<file path="config.mk">
export PLATFORM = sky130hd
export DESIGN_NAME = uart_result_tx
export DESIGN_NICKNAME = d
export VERILOG_FILES = /design/src/rtl/uart_result_tx.sv
export SDC_FILE = /design/constraint.sdc
export NUM_CORES = 1
export LEC_CHECK = 0
export BUFFER_PORTS_ARGS = -buffer_cell sky130_fd_sc_hd__buf_2
export CORE_MARGIN = 1
export CORE_UTILIZATION = 56
export DETAILED_ROUTE_END_ITERATION = 12
export PLACE_DENSITY = 0.74
export REMOVE_ABC_BUFFERS = 1
export SLEW_MARGIN = 10
export SYNTH_ARGS = -nofsm -noshare
export SYNTH_HDL_FRONTEND = slang
export SYNTH_SLANG_ARGS = --single-unit
</file>
<file path="constraint.sdc">
create_clock -name clk -period 2.4 [get_ports clk]
set_input_delay 0.12 -clock clk [delete_from_list [all_inputs] [get_ports clk]]
set_output_delay 0.12 -clock clk [all_outputs]
set_load 0.005 [all_outputs]
</file>
<file path="src/rtl/uart_result_tx.sv">
// uart_result_tx: 8N1 UART transmitter for the classifier's argmax digit.
//
// When send is accepted, the 4-bit digit is latched as ASCII ('0'..'9', or '?'
// for 10..15) and shifted out LSB-first on tx_serial.
//
// Optional build macro: UART_RESULT_TX_CRLF_EN. When it is defined, every
// request sends three frames: the digit, then 0x0D, then 0x0A.
//
// Parameters:
//   CLKS_PER_BIT  clk cycles per UART bit (2..65535)
//   CNT_W         baud counter width; must hold CLKS_PER_BIT-1
//
// Ports:
//   clk        system clock (the divided clock in the top level)
//   resetn     asynchronous active-low reset
//   send       one-cycle transmit request; ignored while busy
//   digit      argmax result, sampled in the cycle send is accepted
//   tx_serial  UART line, idles high
//   busy       high from the cycle after acceptance until the frame(s) finish
//   tx_done    one-cycle pulse in the final stop-bit cycle
module uart_result_tx #(
  parameter int unsigned CLKS_PER_BIT = 10,
  parameter int unsigned CNT_W        = 16
) (
  input  logic       clk,
  input  logic       resetn,
  input  logic       send,
  input  logic [3:0] digit,
  output logic       tx_serial,
  output logic       busy,
  output logic       tx_done
);

  localparam int unsigned BIT_W  = 3;
  localparam int unsigned BYTE_W = 2;

  // Index of the last frame of a request: the digit alone, or digit + CR + LF.
`ifdef UART_RESULT_TX_CRLF_EN
  localparam logic [BYTE_W-1:0] LAST_BYTE = BYTE_W'(2);
`else
  localparam logic [BYTE_W-1:0] LAST_BYTE = BYTE_W'(0);
`endif

  localparam logic [CNT_W-1:0] CNT_LAST = CNT_W'(CLKS_PER_BIT - 1);
  localparam logic [CNT_W-1:0] CNT_PRE  = CNT_W'(CLKS_PER_BIT - 2);

  typedef enum logic [2:0] {
    IDLE  = 3'd0,
    START = 3'd1,
    DATA  = 3'd2,
    STOP  = 3'd3,
    NEXT  = 3'd4
  } state_t;

  state_t              state_q, state_d;
  logic [CNT_W-1:0]    cnt_q, cnt_d;
  logic [BIT_W-1:0]    bit_q, bit_d;
  logic [7:0]          shreg_q, shreg_d;
  logic [BYTE_W-1:0]   byte_q, byte_d;
  logic                tx_q, tx_d;
  logic                busy_q, busy_d;
  logic                done_q, done_d;

  logic                cnt_last;
  logic                cnt_pre;
  logic                last_byte;

  // Digit to ASCII: 0..9 -> '0'..'9', anything else -> '?'.
  function automatic logic [7:0] encode(input logic [3:0] d);
    if (d < 4'd10) begin
      return 8'h30 + {4'h0, d};
    end
    return 8'h3F;
  endfunction

  assign cnt_last  = (cnt_q == CNT_LAST);
  assign cnt_pre   = (cnt_q == CNT_PRE);
  assign last_byte = (byte_q == LAST_BYTE);

  // State, datapath and output registers.
  always_ff @(posedge clk or negedge resetn) begin
    if (!resetn) begin
      state_q <= IDLE;
      cnt_q   <= '0;
      bit_q   <= '0;
      shreg_q <= '0;
      byte_q  <= '0;
      tx_q    <= 1'b1;
      busy_q  <= 1'b0;
      done_q  <= 1'b0;
    end else begin
      state_q <= state_d;
      cnt_q   <= cnt_d;
      bit_q   <= bit_d;
      shreg_q <= shreg_d;
      byte_q  <= byte_d;
      tx_q    <= tx_d;
      busy_q  <= busy_d;
      done_q  <= done_d;
    end
  end

  // Next-state logic; the line level is derived from the next state so that
  // tx_serial is a plain flop output and never glitches.
  always_comb begin
    state_d = state_q;
    cnt_d   = cnt_q;
    bit_d   = bit_q;
    shreg_d = shreg_q;
    byte_d  = byte_q;
    done_d  = 1'b0;

    unique case (state_q)
      IDLE: begin
        if (send) begin
          shreg_d = encode(digit);
          cnt_d   = '0;
          bit_d   = '0;
          byte_d  = '0;
          state_d = START;
        end
      end

      START: begin
        if (cnt_last) begin
          cnt_d   = '0;
          state_d = DATA;
        end else begin
          cnt_d = cnt_q + CNT_W'(1);
        end
      end

      DATA: begin
        if (cnt_last) begin
          cnt_d   = '0;
          shreg_d = {1'b0, shreg_q[7:1]};
          if (bit_q == BIT_W'(7)) begin
            bit_d   = '0;
            state_d = STOP;
          end else begin
            bit_d = bit_q + BIT_W'(1);
          end
        end else begin
          cnt_d = cnt_q + CNT_W'(1);
        end
      end

      STOP: begin
        // Flag one cycle early so the registered pulse lands in the last stop cycle.
        if (cnt_pre && last_byte) begin
          done_d = 1'b1;
        end
        if (cnt_last) begin
          cnt_d   = '0;
          state_d = last_byte ? IDLE : NEXT;
        end else begin
          cnt_d = cnt_q + CNT_W'(1);
        end
      end

      NEXT: begin
        // Only reachable in the CR/LF build: load CR after the digit, LF after CR.
        shreg_d = (byte_q == BYTE_W'(0)) ? 8'h0D : 8'h0A;
        byte_d  = byte_q + BYTE_W'(1);
        cnt_d   = '0;
        state_d = START;
      end

      default: begin
        state_d = IDLE;
      end
    endcase
  end

  // Registered output values implied by the next state.
  always_comb begin
    tx_d   = 1'b1;
    busy_d = (state_d != IDLE);
    unique case (state_d)
      START:   tx_d = 1'b0;
      DATA:    tx_d = shreg_d[0];
      default: tx_d = 1'b1;
    endcase
  end

  assign tx_serial = tx_q;
  assign busy      = busy_q;
  assign tx_done   = done_q;

endmodule

</file>
==> metrics list <==
- Relative slew margins: 0.496
- Post-detailed-route DRC marker count: 0
- Insertion delay to the later sink of the worst-skew pair: 0.35 ns
* Worst reg2reg setup slack: 0.23 ns
- The tightest min-delay check is of the in2reg type.
- Adder and majority cell fraction of the synthesized area: 0.0405
* Via-per-instance ratio: 6.22
* Clock Power Share: 0.229
* Synth area leaders: sky130_fd_sc_hd__dfrtp_1 (45%), sky130_fd_sc_hd__o21ai_0 (5.9%), sky130_fd_sc_hd__nand2_1 (4.3%)
- In the final layout, the share of cells above drive strength 1 is 0.125.
- Cell leakage power: 0.000891 uW
- Total I/O pin count: 10
* RSZ-0062 raised after global routing: no
- CTS H-tree lvls: 2
- A synthesized cell averages 9.08 um^2.
- Post-cts repair resize count: 0
- The first global-routing pass estimated 6450 um of wire.
- Measured on the finished design, the core utilization comes to 0.644.
- Based on the critical path, the design can be clocked at up to 0.461 GHz.
- Die ar.: 3540 um^2
* Iteration-0 DRC count of the detailed router: 146
- Die W: 59.5 um
* Number of inserted filler cells in the final layout: 273
* Number of max-cap violations: 0
- Final antenna diode count: 0
- Top_reg_cell synth: sky130_fd_sc_hd__dfrtp_1
* Area added between synthesis and finish: 7.83%
- Of all nets on the critical path, the largest fanout is 7.
- After synthesis the netlist holds a flip-flop and latch count of 34.
- Net count reported at finish: 228
- Routed via count: 1618
- The synthesized netlist contains 41 unique library cells.
- At the pin with the least slew margin, the transition time is 0.756 ns.
- After detailed placement, the design holds a cell count of 251.
- The cell sitting at the root of the clock tree is a sky130_fd_sc_hd__clkbuf_4.
- CP Launch Point: cnt_q[7]
* Gr ovfl total: 0
* Net Sw Frac: 0.343
- Setup violations remaining at the end of the flow were counted as 0.
* Fraction of the mapped netlist area in compound gates: 0.215
- After technology mapping, the gate count stands at 204.
* Count of buffers inserted at the top-level ports: 9
- Combinational family with the most area after synthesis: compound AO/OA/AOI/OAI gates
- Fin crit period: 2.17 ns
- The via count of the first global-routing pass was 1477.
- Die height: 59.5 um
- Type of origin of the critical path: register
- Of the total synthesized cell area, the portion taken by AND, OR, NAND and NOR gates is 0.212.
- Final ANT Viol Nets: 0
- FFs w/ async S/R, synth: 1.00
- The longest clock path from root to sink contains 2 buffers.
- In the global route stage, overall resource usage came out at 0.250.
- Clock transition at path regs: 0.11 ns
* Synth top cells by count: sky130_fd_sc_hd__dfrtp_1 (33), sky130_fd_sc_hd__o21ai_0 (22), sky130_fd_sc_hd__nand2_1 (21)
* Layout Cells excl Fill: 260
- Critical path endpoint: shreg_q[2]
- Cell Area, Placed: 1930 um^2
- For this run, the register share of the synthesized area comes to 0.460.
- Post-DP HPWL: 2810 um
- The final hold violation count is 0.
- Number of search-and-repair iterations in the first detailed-routing pass: 4
- Of the total synthesized cell area, the portion taken by XOR and XNOR cells is 0.00473.
* Proportion of synthesized area in mux cells: 0.0108
* Cell count of the worst reg-to-reg path: 5
* Synth Warn #: 0
* Power density normalized to cell area: 728 nW/um^2
- Routability-driven placement finished with a final weighted congestion of 0.942.
* Outcome: finished, final reports clean
- Setup Skew: 0.0116 ns
- The cell area that synthesis handed to floorplanning was 1850 um^2.
* Wirelength, routed: 3900 um
* Ordered cell list for the critical path: nor4_1, and4_1, and3_2, o21ai_0, a221o_1
* DR WL/cell: 15.0 um
- Crit path kind: reg2reg
* Critical Path Sink Type: register
- TritonCTS built the clock tree.
- Number of max-slew violations in the final report: 0
* Count leader, synth: sky130_fd_sc_hd__dfrtp_1
* Pin count of the biggest net entering global routing: 35
* Reported net switching power: 499 uW
- The synthesized design contains 0 enable-type register cells.
- Antenna violations before repair: 0
- Finished Cell Area: 2000 um^2
* Maximum vdd drop: 0.380 mV
- At the worst endpoint, the arrival time is 2.40 ns.
- The startpoint identified for the worst register-to-register timing path is cnt_q[7].
- Area share of the largest cell type after synthesis: 0.446
- Clock tree synthesis found a total of 34 sinks.
- The number of clock buffers added by TritonCTS is 5.
- Of all cell types, the one taking the most synthesized area is sky130_fd_sc_hd__dfrtp_1.
* Total power of the final layout: 1460 uW
- Among all stages on the critical path, the largest delay is contributed by sky130_fd_sc_hd__dfrtp_1.
- Initial cell density of the core: 0.597
- Final period utilization: 0.905
- Adding up every negative setup slack in the final design gives 0 ns.
- The endpoint identified for the worst register-to-register timing path is shreg_q[2].
- Maximum cell stage delay along the critical path: 0.44 ns
- Row generation in the floorplan step produced 20 rows.
- Share of total power in sequential cells: 0.558
- Of the total power, combinational logic draws 0.212.
* Core ar.: 3100 um^2
* Internal: 956 uW
* Worst endpoint required time: 2.63 ns
-- worst min-delay path by stage --
stage                     startpoint         end  slack [ns]  cells past startpoint
final                       digit[0]  shreg_q[0]        0.16                      5
after global placement        resetn    cnt_q[6]        0.22                      1
after floorplan               resetn    bit_q[0]       -0.18                      0
after CTS                   digit[0]  shreg_q[0]        0.15                      5
after global routing        digit[0]  shreg_q[0]        0.19                      5
after detailed placement      resetn    cnt_q[7]        0.23                      1
-- metrics by stage --
| step | hold WS (ns) | setup slack (ns) |
|---|---|---|
| floorplan | -0.176 | -0.194 |
| global route | 0.190 | 0.0934 |
| CTS | 0.150 | 0.255 |
| detailed placement | 0.231 | 0.263 |
| global placement | 0.216 | 0.347 |
| finish | 0.160 | 0.229 |
-- flip-flops by register name (all words and copies together) (netlist names) --
name and count:
bit_q 3, busy 1, byte_q 2, cnt_q 16
shreg_q 7, state_q 3, tx_done 1, tx_serial 1
-- critical path, delay by kind of cell, from the launching register on --
family           cells  cell delay, ns
AO/OA/AOI/OAI        2            0.54
AND/OR/NAND/NOR      3            1.09
flip-flops           1            0.44
-- layout by cell type, fill, tap and decap left out, types with 7 or more instances in the layout --
cell type / Yosys / layout
sky130_fd_sc_hd__o21ai_0: 22 / 22
sky130_fd_sc_hd__nand2_1: 21 / 21
sky130_fd_sc_hd__inv_1: 12 / 12
sky130_fd_sc_hd__nor2_1: 11 / 11
sky130_fd_sc_hd__a21oi_1: 13 / 13
sky130_fd_sc_hd__buf_2: 0 / 9
sky130_fd_sc_hd__dfrtp_1: 33 / 33
sky130_fd_sc_hd__a31oi_1: 9 / 9
sky130_fd_sc_hd__nand3_1: 9 / 9
sky130_fd_sc_hd__nor3_1: 8 / 7
-- timing repair --
item	4_1_cts	5_1_grt
buffers inserted	0	0
hold endpoints to repair	33	0
hold buffers	1	0
-- logic make-up (layout without fill, tap and decap cells) --
group                      Yosys count  after routing
AOI/OAI and AO/OA                   63             63
xor gates and xnor gates             1              1
adders and majority gates            6              6
buffers and inverters               22             34
DFF                                 34             34
muxes                                2              2
and+or+nand+nor                     76             76
-- power groups by stage --
stage	combinational [uW]	clock [uW]	sequential (uW)
floorplan	229	0	788
global placement	290	0	812
detailed placement	311	0	822
CTS	312	347	811
global route	356	369	831
finish	309	334	812
-- layer usage --
metal | GRT usage | wire, um | vias up | share of wire
met5 | 0 | 0 | - | 0
met2 | 0.372 | 1840 | 59 | 0.47
met4 | 0.140 | 75 | 0 | 0.019
met3 | 0.0480 | 194 | 7 | 0.050
li1 | - | - | 773 | -
met1 | 0.341 | 1790 | 779 | 0.46
-- final cells by class --
type / count / area (um^2) / area share
clock inverters: 1 / 5.00 / 0.00250
multi-input cells: 148 / 901 / 0.451
inverters: 12 / 45.0 / 0.0225
clock buffers: 7 / 55.1 / 0.0276
repair buffers: 14 / 85.1 / 0.0426
well taps: 44 / 55.1 / 0.0276
flip-flops and latches: 34 / 852 / 0.426
(Power assumes the default switching activity.)
